===== src/rtl/aq_clint_kid.sv =====
// Per-hart core-local interrupt source: MSIP/SSIP bits and 64-bit MTIMECMP/STIMECMP
// behind a zero-wait-state APB slave, producing registered software and timer interrupt levels.

module gated_clk_cell (
    input  logic clk_in,
    input  logic global_en,
    input  logic module_en,
    input  logic local_en,
    input  logic external_en,
    input  logic pad_yy_icg_scan_en,
    output logic clk_out
);
    // FPGA build: the clock passes straight through.
    // The flops it drives qualify every update with the enable themselves.
    logic unused_gate_en;

    assign unused_gate_en = (global_en & (module_en | local_en)) | external_en | pad_yy_icg_scan_en;
    assign clk_out        = clk_in;
endmodule

module aq_clint_kid (
    input  logic        forever_cpuclk,
    input  logic        cpurst_b,
    input  logic        apb_clk_en,
    input  logic        pad_yy_icg_scan_en,
    input  logic [63:0] sysio_clint_mtime,
    input  logic        psel,
    input  logic        penable,
    input  logic        pwrite,
    input  logic [15:0] paddr,
    input  logic [31:0] pwdata,
    output logic [31:0] prdata,
    output logic        pready,
    output logic        pslverr,
    output logic        clint_core_ms_int,
    output logic        clint_core_ss_int,
    output logic        clint_core_mt_int,
    output logic        clint_core_st_int
);
    localparam int NREG      = 6;
    localparam int IDX_MSIP  = 0;
    localparam int IDX_MTCL  = 1;
    localparam int IDX_MTCH  = 2;
    localparam int IDX_SSIP  = 3;
    localparam int IDX_STCL  = 4;
    localparam int IDX_STCH  = 5;

    // Word offsets (byte address >> 2) of the mapped registers, indexed by IDX_*.
    localparam logic [13:0] REG_WOFF [NREG] = '{
        14'h0000, 14'h1000, 14'h1001, 14'h3000, 14'h3400, 14'h3401
    };

    logic        clint_clk;
    logic [1:0]  unused_paddr_lsb;

    logic [NREG-1:0] hit;
    logic            mapped;
    logic            setup_en;
    logic            wr_en;
    logic [31:0]     rdata_mux;

    logic        msip_q, msip_d;
    logic        ssip_q, ssip_d;
    logic [63:0] mtimecmp_q, mtimecmp_d;
    logic [63:0] stimecmp_q, stimecmp_d;
    logic [31:0] prdata_q, prdata_d;
    logic        ms_int_q, ms_int_d;
    logic        ss_int_q, ss_int_d;
    logic        mt_int_q, mt_int_d;
    logic        st_int_q, st_int_d;

    gated_clk_cell x_clint_gated_clk (
        .clk_in             (forever_cpuclk),
        .global_en          (1'b1),
        .module_en          (1'b0),
        .local_en           (apb_clk_en),
        .external_en        (1'b0),
        .pad_yy_icg_scan_en (pad_yy_icg_scan_en),
        .clk_out            (clint_clk)
    );

    assign unused_paddr_lsb = paddr[1:0];

    genvar gi;
    generate
        for (gi = 0; gi < NREG; gi++) begin : g_dec
            assign hit[gi] = (paddr[15:2] == REG_WOFF[gi]);
        end
    endgenerate

    assign mapped   = |hit;
    assign setup_en = apb_clk_en & psel & ~penable;
    assign wr_en    = apb_clk_en & psel & penable & pwrite;

    assign pready   = psel & penable;
    assign pslverr  = psel & penable & ~mapped;

    // Decode is one-hot, so at most one of these overrides the zero default.
    always_comb begin
        rdata_mux = '0;
        if (hit[IDX_MSIP]) rdata_mux = {31'd0, msip_q};
        if (hit[IDX_MTCL]) rdata_mux = mtimecmp_q[31:0];
        if (hit[IDX_MTCH]) rdata_mux = mtimecmp_q[63:32];
        if (hit[IDX_SSIP]) rdata_mux = {31'd0, ssip_q};
        if (hit[IDX_STCL]) rdata_mux = stimecmp_q[31:0];
        if (hit[IDX_STCH]) rdata_mux = stimecmp_q[63:32];
    end

    always_comb begin
        msip_d     = msip_q;
        ssip_d     = ssip_q;
        mtimecmp_d = mtimecmp_q;
        stimecmp_d = stimecmp_q;
        if (wr_en) begin
            if (hit[IDX_MSIP]) msip_d             = pwdata[0];
            if (hit[IDX_MTCL]) mtimecmp_d[31:0]   = pwdata;
            if (hit[IDX_MTCH]) mtimecmp_d[63:32]  = pwdata;
            if (hit[IDX_SSIP]) ssip_d             = pwdata[0];
            if (hit[IDX_STCL]) stimecmp_d[31:0]   = pwdata;
            if (hit[IDX_STCH]) stimecmp_d[63:32]  = pwdata;
        end
    end

    // Interrupts sample the pre-write register values, so a write shows up one enabled edge later.
    always_comb begin
        prdata_d = prdata_q;
        ms_int_d = ms_int_q;
        ss_int_d = ss_int_q;
        mt_int_d = mt_int_q;
        st_int_d = st_int_q;
        if (setup_en) begin
            prdata_d = rdata_mux;
        end
        if (apb_clk_en) begin
            ms_int_d = msip_q;
            ss_int_d = ssip_q;
            mt_int_d = (sysio_clint_mtime >= mtimecmp_q);
            st_int_d = (sysio_clint_mtime >= stimecmp_q);
        end
    end

    always_ff @(posedge clint_clk or negedge cpurst_b) begin
        if (!cpurst_b) begin
            msip_q     <= 1'b0;
            ssip_q     <= 1'b0;
            mtimecmp_q <= '1;
            stimecmp_q <= '1;
            prdata_q   <= '0;
            ms_int_q   <= 1'b0;
            ss_int_q   <= 1'b0;
            mt_int_q   <= 1'b0;
            st_int_q   <= 1'b0;
        end else begin
            msip_q     <= msip_d;
            ssip_q     <= ssip_d;
            mtimecmp_q <= mtimecmp_d;
            stimecmp_q <= stimecmp_d;
            prdata_q   <= prdata_d;
            ms_int_q   <= ms_int_d;
            ss_int_q   <= ss_int_d;
            mt_int_q   <= mt_int_d;
            st_int_q   <= st_int_d;
        end
    end

    assign prdata            = prdata_q;
    assign clint_core_ms_int = ms_int_q;
    assign clint_core_ss_int = ss_int_q;
    assign clint_core_mt_int = mt_int_q;
    assign clint_core_st_int = st_int_q;
endmodule

===== config.mk =====
export PLATFORM = sky130hd
export DESIGN_NAME = aq_clint_kid
export DESIGN_NICKNAME = d
export VERILOG_FILES = /design/src/rtl/aq_clint_kid.sv
export SDC_FILE = /design/constraint.sdc
export NUM_CORES = 1
export LEC_CHECK = 0
export CELL_PAD_IN_SITES_DETAIL_PLACEMENT = 1
export CELL_PAD_IN_SITES_GLOBAL_PLACEMENT = 2
export CORE_MARGIN = 2
export CORE_UTILIZATION = 36
export DETAILED_ROUTE_END_ITERATION = 6
export PLACE_DENSITY_LB_ADDON = 0.05
export SETUP_SLACK_MARGIN = 0.15
export SYNTH_ARGS = -nofsm -noshare
export SYNTH_HDL_FRONTEND = slang
export SYNTH_SLANG_ARGS = --single-unit

===== constraint.sdc =====
create_clock -name forever_cpuclk -period 4.13 [get_ports forever_cpuclk]
set_input_delay 0.413 -clock forever_cpuclk [delete_from_list [all_inputs] [get_ports forever_cpuclk]]
set_output_delay 0.413 -clock forever_cpuclk [all_outputs]
set_load 0.05 [all_outputs]

== Word level (Yosys, flattened, before mapping) ==
Cells that the tools add are included.

* Flip-flop bits (word level): 166
* Bits in latches: 0
* Memory bits (writable): 0
* Memory bits (read-only): 0
* Bits of input ports: 119
* Output and inout port bits: 38
* Logic and storage cells: 40
* Memories: 0

* Add/sub/neg operators: 0
* Multipliers: 0
* Div/mod/pow operators: 0
* $lt $le $gt $ge: 2
* Eq/ne operators: 5
* Shifts and indexed selects: 0
* Muxes and demuxes: 6
* Bitwise operators: 8
* Reduce and logical (&&, ||, !) cells: 8

{| class="wikitable"
|+ Operator list
! cell !! count
|-
| $mux 32 || 5
|-
| $ge 64x64->1 || 2
|-
| $eq 14x14->1 const B || 3
|-
| $eq 14x13->1 const B || 2
|-
| $logic_not 14->1 || 1
|-
| $reduce_and 2->1 || 6
|-
| $and 1x1->1 || 6
|-
| $reduce_or 6->1 || 1
|-
| $not 1->1 || 2
|-
| $mux 1 || 1
|}

== Logic depth before layout (Yosys ltp) ==
* Depth after elaboration: 7
* Depth in mapped cells: 10
* Gate-level depth less buffers: 8

== Cells and area by module ==
A second synthesis with hierarchy kept.

* Cells, all modules: 1,099
* Area total of the unflattened synthesis: 10,207.3 um^2

{| class="wikitable"
|+ Modules (own cells, without submodules)
! module !! instances !! cells each !! area an instance (um^2) !! sequential area each (um^2)
|-
| aq_clint_kid || 1 || 1,098 || 10,199.8 || 4,314.1
|-
| gated_clk_cell || 1 || 1 || 7.5 || 0.0
|}

== Least setup slack after synthesis ==
Ideal clock, no wire load.

* Path type: in2reg
* From: input psel
* To: register msip_q
* Library setup time: 0.125 ns
* Arrival time: 1.958 ns
* Data required time: 4.005 ns
* Slack: 2.047 ns
* Stages on the path: 5
* Buffers on the path: 0
* Cells stage by stage: and2_1 -> nand3_1 -> or2_1 -> nor4_1 -> mux2_2

* Longest elaborated chain between the ends: 4

{| class="wikitable"
|+ RTL lines
! item !! line !! RTL
|-
| from (decl) || 27 || <nowiki>input logic psel,</nowiki>
|-
| $and 1x1->1 (3 in a row) || 93 || <nowiki>assign wr_en = apb_clk_en & psel & penable & pwrite;</nowiki>
|-
| $reduce_and 2->1 (no source line) || - ||
|-
| to (signal assigned) || 154 || <nowiki>msip_q <= msip_d;</nowiki>
|-
| to (decl) || 62 || <nowiki>logic msip_q, msip_d;</nowiki>
|}

Every way passes these cells.
A chain may end at the register's enable or synchronous reset.

== Final worst setup path ==
* From: input paddr[5]
* To: output pslverr

* Longest elaborated chain between the ends: 4
* Elaborated cells on any way between the ends: 9

{| class="wikitable"
|+ RTL lines
! item !! line !! RTL
|-
| from (decl) || 30 || <nowiki>input logic [15:0] paddr,</nowiki>
|-
| $eq 14x13->1, or another cell as far along || 87 || <nowiki>assign hit[gi] = (paddr[15:2] == REG_WOFF[gi]);</nowiki>
|-
| $reduce_or 6->1 * || 91 || <nowiki>assign mapped = |hit;</nowiki>
|-
| $not 1->1 * || 96 || <nowiki>assign pslverr = psel & penable & ~mapped;</nowiki>
|-
| $and 1x1->1 * || 96 ||
|-
| to (decl) || 34 || <nowiki>output logic pslverr,</nowiki>
|}

Every way passes the cells marked *; elsewhere a longest branch is shown, timed or not.

==> flow_summary.ini <==
[outcome]
status = finished clean

[cts]
clk_latency_ps = 440
cts_max_path_buffers = 2
cts_num_sinks = 166
clock-root-buffer = sky130_fd_sc_hd__clkbuf_16
tritoncts = done
cts_post_setup_buffers_inserted = 0
numCtsBuffers = 17
cts.clk_slew.worst_paths_ps = 70
htreeDepth = 4

[worst_setup_path]
worst_flop_to_flop_path_startpoint = stimecmp_q[61]$_DFFE_PN1P_
endpoint_kind = output port
rr_worst_depth = 8
critical_path.most_common_cell = sky130_fd_sc_hd__clkdlybuf4s50_1
critical_path_peak_fanout = 6
critical_path.startpoint_type = input port
timing.setup.critical_path_class = in2out
arrival_ps = 2560
timing.critical_path.cells = clkdlybuf4s50_1 -> nor4_2 -> nand4_2 -> a221oi_1 -> nor2b_1 -> clkdlybuf4s50_1
cp_slowest_cell = sky130_fd_sc_hd__clkdlybuf4s50_1
timing.critical_path.required_ps = 3720
ff2ff_setup_slack_ps = 1400
critPathTopFamily = buffers and inverters
bufs_and_invs_on_worst_path = 2
timing.critical_path.slowest_cell_delay_ps = 710
endpoint_of_the_worst_register_to_register_path = clint_core_st_int$_DFFE_PN0P_

[yosys]
ys.flop_type = sky130_fd_sc_hd__dfstp_2
syn-mean-instance-area_sq_um = 9.10
synth_cells = 1103
post-synth-top-area-cell = sky130_fd_sc_hd__dfstp_2
count_of_different_cell_masters_after_synthesis = 49
yosys_warnings = 0
synth_area_sq_um = 10000
synthesis.nets = 1350
synth_edf_count = 0
postSynthRegisterBits = 166
synth_seq_area_share_pct = 43.0
synth_top_area_share_pct = 33.5
largest_cells_by_area_after_synthesis = sky130_fd_sc_hd__dfstp_2, sky130_fd_sc_hd__ha_1, sky130_fd_sc_hd__dfrtp_1, sky130_fd_sc_hd__nand2_1, sky130_fd_sc_hd__o21ai_0
synth_async_sr_flop_share_pct = 100

[cells_and_area]
most_frequent_cells_in_the_layout = sky130_fd_sc_hd__nand2_1, sky130_fd_sc_hd__clkdlybuf4s50_1, sky130_fd_sc_hd__inv_1
stdcell_area_sq_um = 12500
fillerInstances = 3249
synthesis_to_finish_area_growth_pct = 25.0
nNetsFinal = 1493
final_layout_size_suffix_gt1_share_pct = 15.6
post-route-util_pct = 45.4
diodes = 0
instances_no_fill = 1637
final_common_cell = sky130_fd_sc_hd__nand2_1

[detailed_routing]
route.detailed.drc = 0
drt_first_iter_violations = 425
post_drt_antenna_nets = 0
wirelength_mm = 31.5
drt_pass1_iterations = 5
route.detailed.vias_per_inst = 5.19
route.vias.total = 8490
route.detailed.wl_per_inst_microns = 19.3

[floorplanning]
floorplan.die.height_microns = 171
chipWidth_microns = 171
floorplan_core_area_sq_um = 27600
start_util_pct = 36.3
rows = 61
fp.dieArea_sq_um = 29200
top_level_ports = 157

[sta]
rsz0062_at_grt = no
clock.fmax_ghz = 0.336
final.min_clock_period_ps = 2970
final.setup_skew_ps = 15.6
number_of_endpoints_with_negative_hold_slack_in_the_final_report = 0
finalSetupViolations = 0
tns_ps = 0
timing_worst_slew_pin_value_ps = 836
period_share_pct = 72.0
max_slew_vio_count = 0
timing.slew.headroom_pct = 44.1

[hold_path]
whs_endpoint = prdata[22]$_DFFE_PN0P_
hold_start = prdata[22]$_DFFE_PN0P_
hp-class = reg2reg
worst_hold_depth = 1

[global_route]
gr-usage-all-layers_pct = 22.3
first_global_vias = 8947
grt_antenna_before_repair = 1
grt_max_degree = 78
grt_first_pass_wirelength_mm = 49.6
overflow = 0

[job]
timing.max_cap.violations = 0

[power_and_ir_drop]
power_per_cell_area_nw_per_um2 = 280
static_leakage_nw = 6.37
max-vdd-ir-drop_uv = 188

[placed_design]
dpl.hpwl_mm = 23.9
placement.io_buffers = 153
placedCellCount = 1604
gpl.final_weighted_congestion = 0.800
placedInstanceArea_sq_um = 12000
==> state kept, by name, indices dropped and copies added, names as in the netlist <==
register	cells
mtimecmp_q	64
stimecmp_q	64
prdata	32
clint_core_ms_int	1
clint_core_mt_int	1
clint_core_ss_int	1
clint_core_st_int	1
msip_q	1
ssip_q	1
==> how the worst max path moves through the flow <==
stage	from	end	slack, ps	cells after the start
floorplan	psel	msip_q$_DFFE_PN0P_	2050	5
global placement	paddr[5]	mtimecmp_q[20]$_DFFE_PN1P_	1100	9
detailed placement	sysio_clint_mtime[63]	clint_core_st_int$_DFFE_PN0P_	1020	8
CTS	paddr[5]	pslverr	1150	6
global route	paddr[5]	pslverr	1090	6
finish	paddr[5]	pslverr	1160	6
==> per-stage QoR <==
| step | hold slack [ps] | setup WS, ps | total power (W) |
|---|---|---|---|
| final | 474 | 1160 | 0.00351 |
| after global placement | 445 | 1100 | 0.00198 |
| after global routing | 491 | 1090 | 0.00365 |
| after CTS | 481 | 1150 | 0.00357 |
| after detailed placement | 436 | 1020 | 0.00199 |
| after floorplan | 117 | 2050 | 0.00176 |
==> per-layer routing <==
layer  GRT usage [%]  routed length (microns)  up-vias
met4            6.45                      576        2
met2            39.4                    15900      145
met1            28.3                    14200     4157
li1                -                        -     4146
met5               0                       13        -
met3            3.26                      885       40
==> kinds of logic after synthesis <==
kind of cell    Yosys count  share of synthesized area [%]
compound gates          335                           20.2
fa+ha+maj               128                           16.0
simple gates            285                           12.6
mux                       7                          0.785
buf+inv                 182                           7.42
flops                   166                           43.0
==> where the power goes <==
group	switching (W)	internal (W)
Clock	0.000759	0.000794
Sequential	0.00000200	0.00163
Combinational	0.000171	0.000148
==> timing repair <==
action	in CTS	in global routing
hold endpoints to repair	13	0
resized for setup	0	0
hold buffers	1	0
==> cell type report <==
| cell class | count | area [sq um] | share of cell area [%] |
|---|---|---|---|
| inverters | 132 | 495 | 3.95 |
| clock inverters | 13 | 116 | 0.928 |
| well taps | 378 | 473 | 3.77 |
| multi-input cells | 755 | 4990 | 39.8 |
| flip-flops and latches | 166 | 4310 | 34.4 |
| clock buffers | 19 | 433 | 3.45 |
| repair buffers | 174 | 1720 | 13.7 |
==> synthesized netlist by cell type, types with 4 or more instances <==
| cell type | n |
|---|---|
| sky130_fd_sc_hd__nor3_1 | 4 |
| sky130_fd_sc_hd__buf_4 | 9 |
| sky130_fd_sc_hd__dfstp_2 | 128 |
| sky130_fd_sc_hd__o211ai_1 | 4 |
| sky130_fd_sc_hd__clkbuf_1 | 19 |
| sky130_fd_sc_hd__nand3_1 | 18 |
| sky130_fd_sc_hd__nor2_1 | 28 |
| sky130_fd_sc_hd__nand2_1 | 188 |
| sky130_fd_sc_hd__o21ai_1 | 19 |
| sky130_fd_sc_hd__ha_1 | 128 |
| sky130_fd_sc_hd__buf_2 | 22 |
| sky130_fd_sc_hd__nor4_1 | 8 |
| sky130_fd_sc_hd__and3_1 | 4 |
| sky130_fd_sc_hd__a222oi_1 | 30 |
| sky130_fd_sc_hd__a211oi_1 | 6 |
| sky130_fd_sc_hd__inv_1 | 132 |
| sky130_fd_sc_hd__nand4_1 | 16 |
| sky130_fd_sc_hd__mux2_2 | 7 |
| sky130_fd_sc_hd__a21oi_1 | 83 |
| sky130_fd_sc_hd__a21o_1 | 40 |
| sky130_fd_sc_hd__dfrtp_1 | 38 |
| sky130_fd_sc_hd__o21ai_0 | 128 |
| sky130_fd_sc_hd__nor2b_1 | 5 |
(Power assumes the default switching activity.)
